File: src/rtl/loader_mem_arbiter_pkg.sv
// Shared definitions for the loader/core memory arbiter: FSM encoding and
// default geometry.
package loader_mem_arbiter_pkg;

    localparam int DEFAULT_ADDRESS_SIZE = 14;
    localparam int DEFAULT_FIFO_DEPTH   = 4;

    typedef enum logic [1:0] {
        ST_IDLE   = 2'd0,
        ST_LOADER = 2'd1,
        ST_CORE   = 2'd2
    } arb_state_t;

endpackage

File: src/rtl/sync_fifo.sv
// Small synchronous FIFO with a combinational head output, so the arbiter
// can launch the oldest entry in the same cycle it decides to grant it.
module sync_fifo #(
    parameter int WIDTH = 8,
    parameter int DEPTH = 4
) (
    input  logic             clk,
    input  logic             srst,
    input  logic             push,
    input  logic [WIDTH-1:0] push_data,
    input  logic             pop,
    output logic             full,
    output logic             empty,
    output logic [WIDTH-1:0] head
);

    localparam int PTR_W = $clog2(DEPTH);

    logic [WIDTH-1:0] mem [DEPTH];
    logic [PTR_W-1:0] wr_ptr_reg;
    logic [PTR_W-1:0] rd_ptr_reg;
    logic [PTR_W:0]   count_reg;
    logic             do_push;
    logic             do_pop;

    assign full  = (count_reg == (PTR_W+1)'(DEPTH));
    assign empty = (count_reg == '0);
    assign head  = mem[rd_ptr_reg];

    // A pop frees a slot in the same cycle, so a push into a full FIFO is
    // accepted when it coincides with a pop.
    assign do_pop  = pop && !empty;
    assign do_push = push && (!full || do_pop);

    always_ff @(posedge clk) begin
        if (srst) begin
            wr_ptr_reg <= '0;
            rd_ptr_reg <= '0;
            count_reg  <= '0;
        end else begin
            if (do_push) begin
                wr_ptr_reg <= wr_ptr_reg + PTR_W'(1);
            end
            if (do_pop) begin
                rd_ptr_reg <= rd_ptr_reg + PTR_W'(1);
            end
            case ({do_push, do_pop})
                2'b10:   count_reg <= count_reg + 1'b1;
                2'b01:   count_reg <= count_reg - 1'b1;
                default: count_reg <= count_reg;
            endcase
        end
    end

    always_ff @(posedge clk) begin
        if (do_push) begin
            mem[wr_ptr_reg] <= push_data;
        end
    end

endmodule

File: src/rtl/loader_mem_arbiter.sv
// Arbitrates one memory port between buffered bridge-loader byte writes
// (strict priority) and single core accesses.
module loader_mem_arbiter
    import loader_mem_arbiter_pkg::*;
#(
    parameter int ADDRESS_SIZE = DEFAULT_ADDRESS_SIZE,
    parameter int FIFO_DEPTH   = DEFAULT_FIFO_DEPTH
) (
    input  logic                    clk_74a,
    input  logic                    reset,
    input  logic                    loader_write_en,
    input  logic [ADDRESS_SIZE:0]   loader_write_addr,
    input  logic [7:0]              loader_write_data,
    input  logic                    loading,
    input  logic                    core_req,
    input  logic                    core_wr,
    input  logic [ADDRESS_SIZE:0]   core_addr,
    input  logic [7:0]              core_wr_data,
    output logic                    core_ack,
    output logic [7:0]              core_rd_data,
    output logic                    mem_req,
    output logic                    mem_wr,
    output logic [ADDRESS_SIZE:0]   mem_addr,
    output logic [7:0]              mem_wr_data,
    input  logic                    mem_ack,
    input  logic [7:0]              mem_rd_data,
    output logic                    loader_overflow
);

    localparam int ENTRY_W = ADDRESS_SIZE + 1 + 8;

    arb_state_t           state_reg;
    logic                 fifo_pop;
    logic                 fifo_full;
    logic                 fifo_empty;
    logic [ENTRY_W-1:0]   fifo_head;
    logic                 loader_drop;

    assign fifo_pop    = (state_reg == ST_LOADER) && mem_ack;
    assign loader_drop = loader_write_en && fifo_full && !fifo_pop;

    sync_fifo #(
        .WIDTH (ENTRY_W),
        .DEPTH (FIFO_DEPTH)
    ) u_fifo (
        .clk       (clk_74a),
        .srst      (reset),
        .push      (loader_write_en),
        .push_data ({loader_write_addr, loader_write_data}),
        .pop       (fifo_pop),
        .full      (fifo_full),
        .empty     (fifo_empty),
        .head      (fifo_head)
    );

    always_ff @(posedge clk_74a) begin
        if (reset) begin
            state_reg       <= ST_IDLE;
            mem_req         <= 1'b0;
            mem_wr          <= 1'b0;
            mem_addr        <= '0;
            mem_wr_data     <= '0;
            core_ack        <= 1'b0;
            core_rd_data    <= '0;
            loader_overflow <= 1'b0;
        end else begin
            core_ack <= 1'b0;
            if (loader_drop) begin
                loader_overflow <= 1'b1;
            end
            case (state_reg)
                ST_IDLE: begin
                    // core_ack high means the core has not yet seen its
                    // completion, so its still-high core_req is stale.
                    if (!fifo_empty) begin
                        mem_req     <= 1'b1;
                        mem_wr      <= 1'b1;
                        mem_addr    <= fifo_head[ENTRY_W-1:8];
                        mem_wr_data <= fifo_head[7:0];
                        state_reg   <= ST_LOADER;
                    end else if (core_req && !loading && !core_ack) begin
                        mem_req     <= 1'b1;
                        mem_wr      <= core_wr;
                        mem_addr    <= core_addr;
                        mem_wr_data <= core_wr_data;
                        state_reg   <= ST_CORE;
                    end
                end
                ST_LOADER: begin
                    if (mem_ack) begin
                        mem_req   <= 1'b0;
                        state_reg <= ST_IDLE;
                    end
                end
                ST_CORE: begin
                    if (mem_ack) begin
                        mem_req   <= 1'b0;
                        core_ack  <= 1'b1;
                        state_reg <= ST_IDLE;
                        if (!mem_wr) begin
                            core_rd_data <= mem_rd_data;
                        end
                    end
                end
                default: begin
                    mem_req   <= 1'b0;
                    state_reg <= ST_IDLE;
                end
            endcase
        end
    end

endmodule

File: config.mk
export PLATFORM = sky130hd
export DESIGN_NAME = loader_mem_arbiter
export DESIGN_NICKNAME = d
export VERILOG_FILES = /design/src/rtl/loader_mem_arbiter_pkg.sv /design/src/rtl/sync_fifo.sv /design/src/rtl/loader_mem_arbiter.sv
export SDC_FILE = /design/constraint.sdc
export NUM_CORES = 1
export LEC_CHECK = 0
export ABC_AREA = 1
export CORE_AREA = 5 5 119 177
export CTS_CLUSTER_DIAMETER = 50
export DETAILED_ROUTE_END_ITERATION = 8
export DIE_AREA = 0 0 124 182
export HOLD_SLACK_MARGIN = 0.02
export PLACE_DENSITY = 0.46
export SYNTH_ARGS = -nofsm -noshare
export SYNTH_HDL_FRONTEND = slang
export SYNTH_SLANG_ARGS = --single-unit
File: constraint.sdc
create_clock -name clk_74a -period 3 [get_ports clk_74a]
set_input_delay 0.6 -clock clk_74a [delete_from_list [all_inputs] [get_ports clk_74a]]
set_output_delay 0.6 -clock clk_74a [all_outputs]
set_load 0.05 [all_outputs]
* Word-level counts from Yosys, hierarchy flattened *
Memories as Yosys holds them, arrays and structs flattened. A register that Yosys moved wholly into a read port is not among the register bits.
Cells that the tools add are included.

word-level totals
  bits in registers = 44
  memory bits (writable) = 92
  input bits = 61
  output and inout bits = 35
  word-level logic and storage cells = 67
  memories = 1

cells by class
  $add $sub $neg = 4
  equal/unequal tests = 8
  muxes and demuxes = 20
  bitwise gates (word level) = 2
  reduce and logical (&&, ||, !) cells = 21

memory list
  memory      depth  width  read ports  clocked after Yosys merged registers in  wr ports  RTL line         text
  u_fifo.mem  4      23     1           1                                        1         sync_fifo.sv:19  logic [WIDTH-1:0] mem [DEPTH];

operators by type and width
  operator             count
  $mux 15              2
  $mux 8               2
  $mux 2               5
  $mux 1               8
  $logic_and 1x1->1    7
  $pmux 3 s2           1
  $logic_not 1->1      5
  $add 2x1->2 const B  2
  $eq 2x1->1 const B   2
  $eq 2x2->1 const B   2
  $ne 2x1->1 const B   2
  $pmux 2 s2           1
  $reduce_and 2->1     2
  $reduce_or 2->1      2
  $add 3x1->3 const B  1
  $eq 3x3->1 const B   1
  $logic_not 3->1      1
  $ne 3x3->1 const B   1
  $reduce_and 3->1     1
  $sub 3x1->3 const B  1
  $logic_not 2->1      1
  $not 1->1            2
  $pmux 1 s2           1
  $reduce_bool 2->1    1
  $logic_or 1x1->1     1

* Logic depth before layout (Yosys ltp) *
  word-level depth = 7
  gate-level depth with buffers = 13
  mapped depth without buffers = 13

* Hierarchy *
Synthesis repeated with hierarchy kept, for this count alone.

second synthesis, totals
  cells, all modules = 540
  area total of the unflattened synthesis = 5602.9 um^2

modules (own cells, without submodules)
  module              times used  cells an instance  area an instance (um^2)  seq. area each (um^2)
  sync_fifo           1           286                3872.5                   2942.8
  loader_mem_arbiter  1           254                1730.4                   740.7

* Worst setup path after synthesis *
Ideal clock, no wire load.

  path type = input -> register
  start point = in mem_ack
  end point = mem u_fifo.mem[0][0] in the netlist's numbering, enable pin
  setup time = 403 ps
  arrival time = 1901 ps
  data required time = 2597 ps
  setup slack = 696 ps
  stages on the path = 4
  path buffers = 0
  cell sequence = nand2_1 > inv_1 > o21ai_1 > nor2_1

between the ends
  cells in the longest elaborated chain, start to end = 6

RTL lines
  element                       RTL line                  text
  start, declared               loader_mem_arbiter.sv:25  input logic mem_ack,
  $logic_and 1x1->1             loader_mem_arbiter.sv:39  assign fifo_pop = (state_reg == ST_LOADER) && mem_ack;
  $logic_and 1x1->1             sync_fifo.sv:32           assign do_pop = pop && !empty;
  $logic_or 1x1->1              sync_fifo.sv:33           assign do_push = push && (!full || do_pop);
  $logic_and 1x1->1             sync_fifo.sv:33
  $mux 1                        sync_fifo.sv:56           if (do_push) begin
  $mux 1 (implied by the code)  sync_fifo.sv:57           mem[wr_ptr_reg] <= push_data;
  end, declared                 sync_fifo.sv:19

No other way between the ends.

* Final worst setup path *
  start point = reg mem_wr
  end point = out mem_wr

RTL lines
  element                 RTL line                  text
  start, declared         loader_mem_arbiter.sv:22  output logic mem_wr,
  start signal, assigned  loader_mem_arbiter.sv:83  mem_wr <= core_wr;

No word-level cell between the ends.

==> impl_summary.log <==
INFO  metric synthesized_instance_count = 579
INFO  metric setup_skew = 6.87 ps
INFO  metric fmax = 0.456 GHz
INFO  metric clock-root-buffer = clkbuf_16
INFO  metric wl = 13,800 um
INFO  metric synth_seq_cells = 138
INFO  metric vias_per_cell = 4.38
INFO  metric pin_count_of_the_biggest_net_entering_global_routing = 47
INFO  metric areaGrowthSynthToFinish = 31.8%
INFO  metric post_synth.cell_area_avg = 9.77 um2
INFO  metric drt-wirelength-per-cell = 14.6 um
INFO  metric postSynth.asyncResetShare = 0
INFO  metric portBuffers = 95
INFO  metric maxSlewHeadroom = 0.342
INFO  metric gr-usage-all-layers = 0.128
INFO  metric cap_viol_max_count = 0
INFO  metric max_stage_delay = 820 ps
INFO  metric final_util = 0.383
INFO  metric cpMaxStageDelayCell = clkdlybuf4s50_1
INFO  metric regMostFlops = u_fifo.mem
INFO  metric die_area = 0.0226 mm2
INFO  metric result_of_the_run = finished clean
INFO  metric cts_buffer_depth = 2
INFO  metric timing.critical_path.required = 2400 ps
INFO  metric row_count = 63
INFO  metric antenna_violations_before_repair = 0
INFO  metric post_syn_area = 0.00566 mm2
INFO  metric clkLatencyLatePin = 420 ps
INFO  metric fin_crit = 2190 ps
INFO  metric synthesis.yosys.warnings = 0
INFO  metric rsz0062_at_grt = no
INFO  metric core_footprint = 0.0195 mm2
INFO  metric hpwl = 8530 um
INFO  metric insertedDiodeCount = 0
INFO  metric overflow_left_after_global_routing = 0
INFO  metric boundaryPins = 96
INFO  metric grt_first_pass_wirelength = 22,100 um
INFO  metric number_of_library_cell_types_mapped_by_synthesis = 27
INFO  metric dr.first_iter.drc_count = 179
INFO  metric ratio_of_final_minimum_period_to_clock_period = 0.730
INFO  metric use_met2 = 0.218
INFO  metric syn_nets = 648
INFO  metric final-max-slew-violation-count = 0
INFO  metric tritoncts = done
INFO  metric number_of_antenna_violating_nets_in_the_routed_design = 0
INFO  metric total_leakage_power = 2.96 nW
INFO  metric largest_registers = u_fifo.mem x92, mem_addr x15
INFO  metric initial_core_utilization = 0.291
INFO  metric grt_most_used_layer = met2
INFO  metric grt_use_met3 = 0.0346
INFO  metric gp_congestion = 0.701
INFO  metric globalRouteMet1Util = 0.146
INFO  metric drc = 0
INFO  metric worst_setup_path_end_kind = primary output
INFO  metric ctsHtreeMaxLevel = 4
INFO  metric cts.clk_slew.worst_paths = 60 ps
INFO  metric synth-edff-count = 92
INFO  metric buffers_plus_inverters_on_the_worst_setup_path = 1
INFO  metric cp-start-kind = flop
INFO  metric number_of_flip_flops_under_the_largest_register_name = 92
INFO  metric yosysTopAreaCell = edfxtp_1
INFO  metric flip_flop_cell_with_the_highest_count_after_synthesis = edfxtp_1
INFO  metric cts_buffer_count = 17
INFO  metric via_count_of_the_first_global_routing_pass = 4,297
INFO  metric setup.worst_path.class = reg -> out
INFO  metric sequential_fraction_of_the_synthesis_area = 0.651
INFO  metric worst_vdd_drop = 0.316 mV
INFO  metric cts.hold.buffers_added = 0
INFO  metric post_cts_resized = 0
INFO  metric post-cts-setup-buffer-count = 0
INFO  metric hold_path.class = reg -> reg
INFO  metric routed-via-count = 4,156
INFO  metric cp.arrival = 1590 ps
INFO  metric die_width = 124 um
INFO  metric die_y = 182 um
INFO  metric drt_pass1_iterations = 4
INFO  metric count_of_final_setup_violators = 0
INFO  metric hold_viol_final = 0
INFO  metric cts_num_sinks = 138
INFO  metric power_density = 731 mW/mm2
INFO  metric path_max_fanout = 3
INFO  metric tns = 0 ps
INFO  metric timing.critical_path.cells = clkdlybuf4s50_1
INFO  metric synth_most_common_cell = nand2_1
INFO  metric design.final.nets = 744
INFO  metric yosys_top_cell_area_share = 0.488
INFO  metric tightest_slew = 986 ps
INFO  metric netlist_top_cells_count = nand2_1, nor2_1, edfxtp_1, dfxtp_1, inv_1
INFO  metric post_route_cells_drive_above_1_share = 0.0756
INFO  metric synth.area.top_cells = edfxtp_1, dfxtp_1, nand2_1
INFO  metric critical_path.top_delay_family = buffers and inverters
-- stage by stage --
stage	hold slack, ps	area [um2]	cells	total power, mW	setup WS (ps)
3_3_place_gp	455	6900	916	3.53	485
4_1_cts	475	7460	948	5.52	786
5_1_grt	491	7460	948	5.72	687
3_5_place_dp	460	6900	916	3.54	455
2_1_floorplan	451	5660	579	3.10	696
6_report	467	7460	948	5.45	809
-- layer usage --
| layer | share of wire | vias to the layer above |
|---|---|---|
| met5 | 0 | - |
| li1 | - | 2101 |
| met1 | 0.42 | 1930 |
| met4 | 0.021 | 0 |
| met2 | 0.50 | 102 |
| met3 | 0.049 | 23 |
-- worst paths after layout --
| kind | depth (start not counted) | endpoint | startpoint | slack [ps] |
|---|---|---|---|---|
| worst min register to register | 1 | loader_overflow | loader_overflow | 470 |
| worst max-delay path | 1 | mem_wr | mem_wr | 810 |
| worst max register to register | 10 | u_fifo.count_reg[2] | u_fifo.count_reg[0] | 870 |
| worst min-delay path | 1 | loader_overflow | loader_overflow | 470 |
-- final cells by class --
cell class / instances / area (um2)
inverter: 46 / 175
fill: 1976 / 12000
clock buffer: 22 / 484
timing repair buffer: 104 / 1030
clock inverter: 10 / 72.6
multi-input combinational: 368 / 1680
tap: 260 / 325
sequential: 138 / 3690
-- kinds of logic after synthesis --
logic type,synth area share
and+or+nand+nor,0.207
DFF,0.651
buffers and inverters,0.0535
AOI/OAI and AO/OA,0.0699
adders and majority gates,0.0190
-- power breakdown --
| group | leakage (nW) | switching (mW) | internal, mW | total [mW] |
|---|---|---|---|---|
| registers | 1.22 | 0.0703 | 2.20 | 2.27 |
| logic | 1.45 | 0.797 | 0.412 | 1.21 |
| clock network | 0.284 | 0.754 | 1.21 | 1.96 |
-- cells in the final DEF (no fill, tap or decap), types with 2 or more instances in the layout --
master           synthesis  final
clkbuf_8                 0      4
inv_2                    2      2
clkdlybuf4s50_1          0     95
buf_4                    0      8
o21ai_0                 29     29
a211oi_1                23     23
a21oi_1                  7      7
clkinv_1                 0      2
clkinv_2                 0      7
nor2_2                   1      5
dfxtp_1                 46     44
clkbuf_16                0     17
dfxtp_2                  0      2
nand4_1                  3      3
nand2_2                  2      2
inv_1                   43     43
o21ai_1                  7      7
nand2_1                155    155
nor2_1                  98     94
nand3_1                 28     28
nor3_1                   2      2
ha_1                     7      7
edfxtp_1                92     92
No activity file was read; power rests on OpenSTA's default activity.
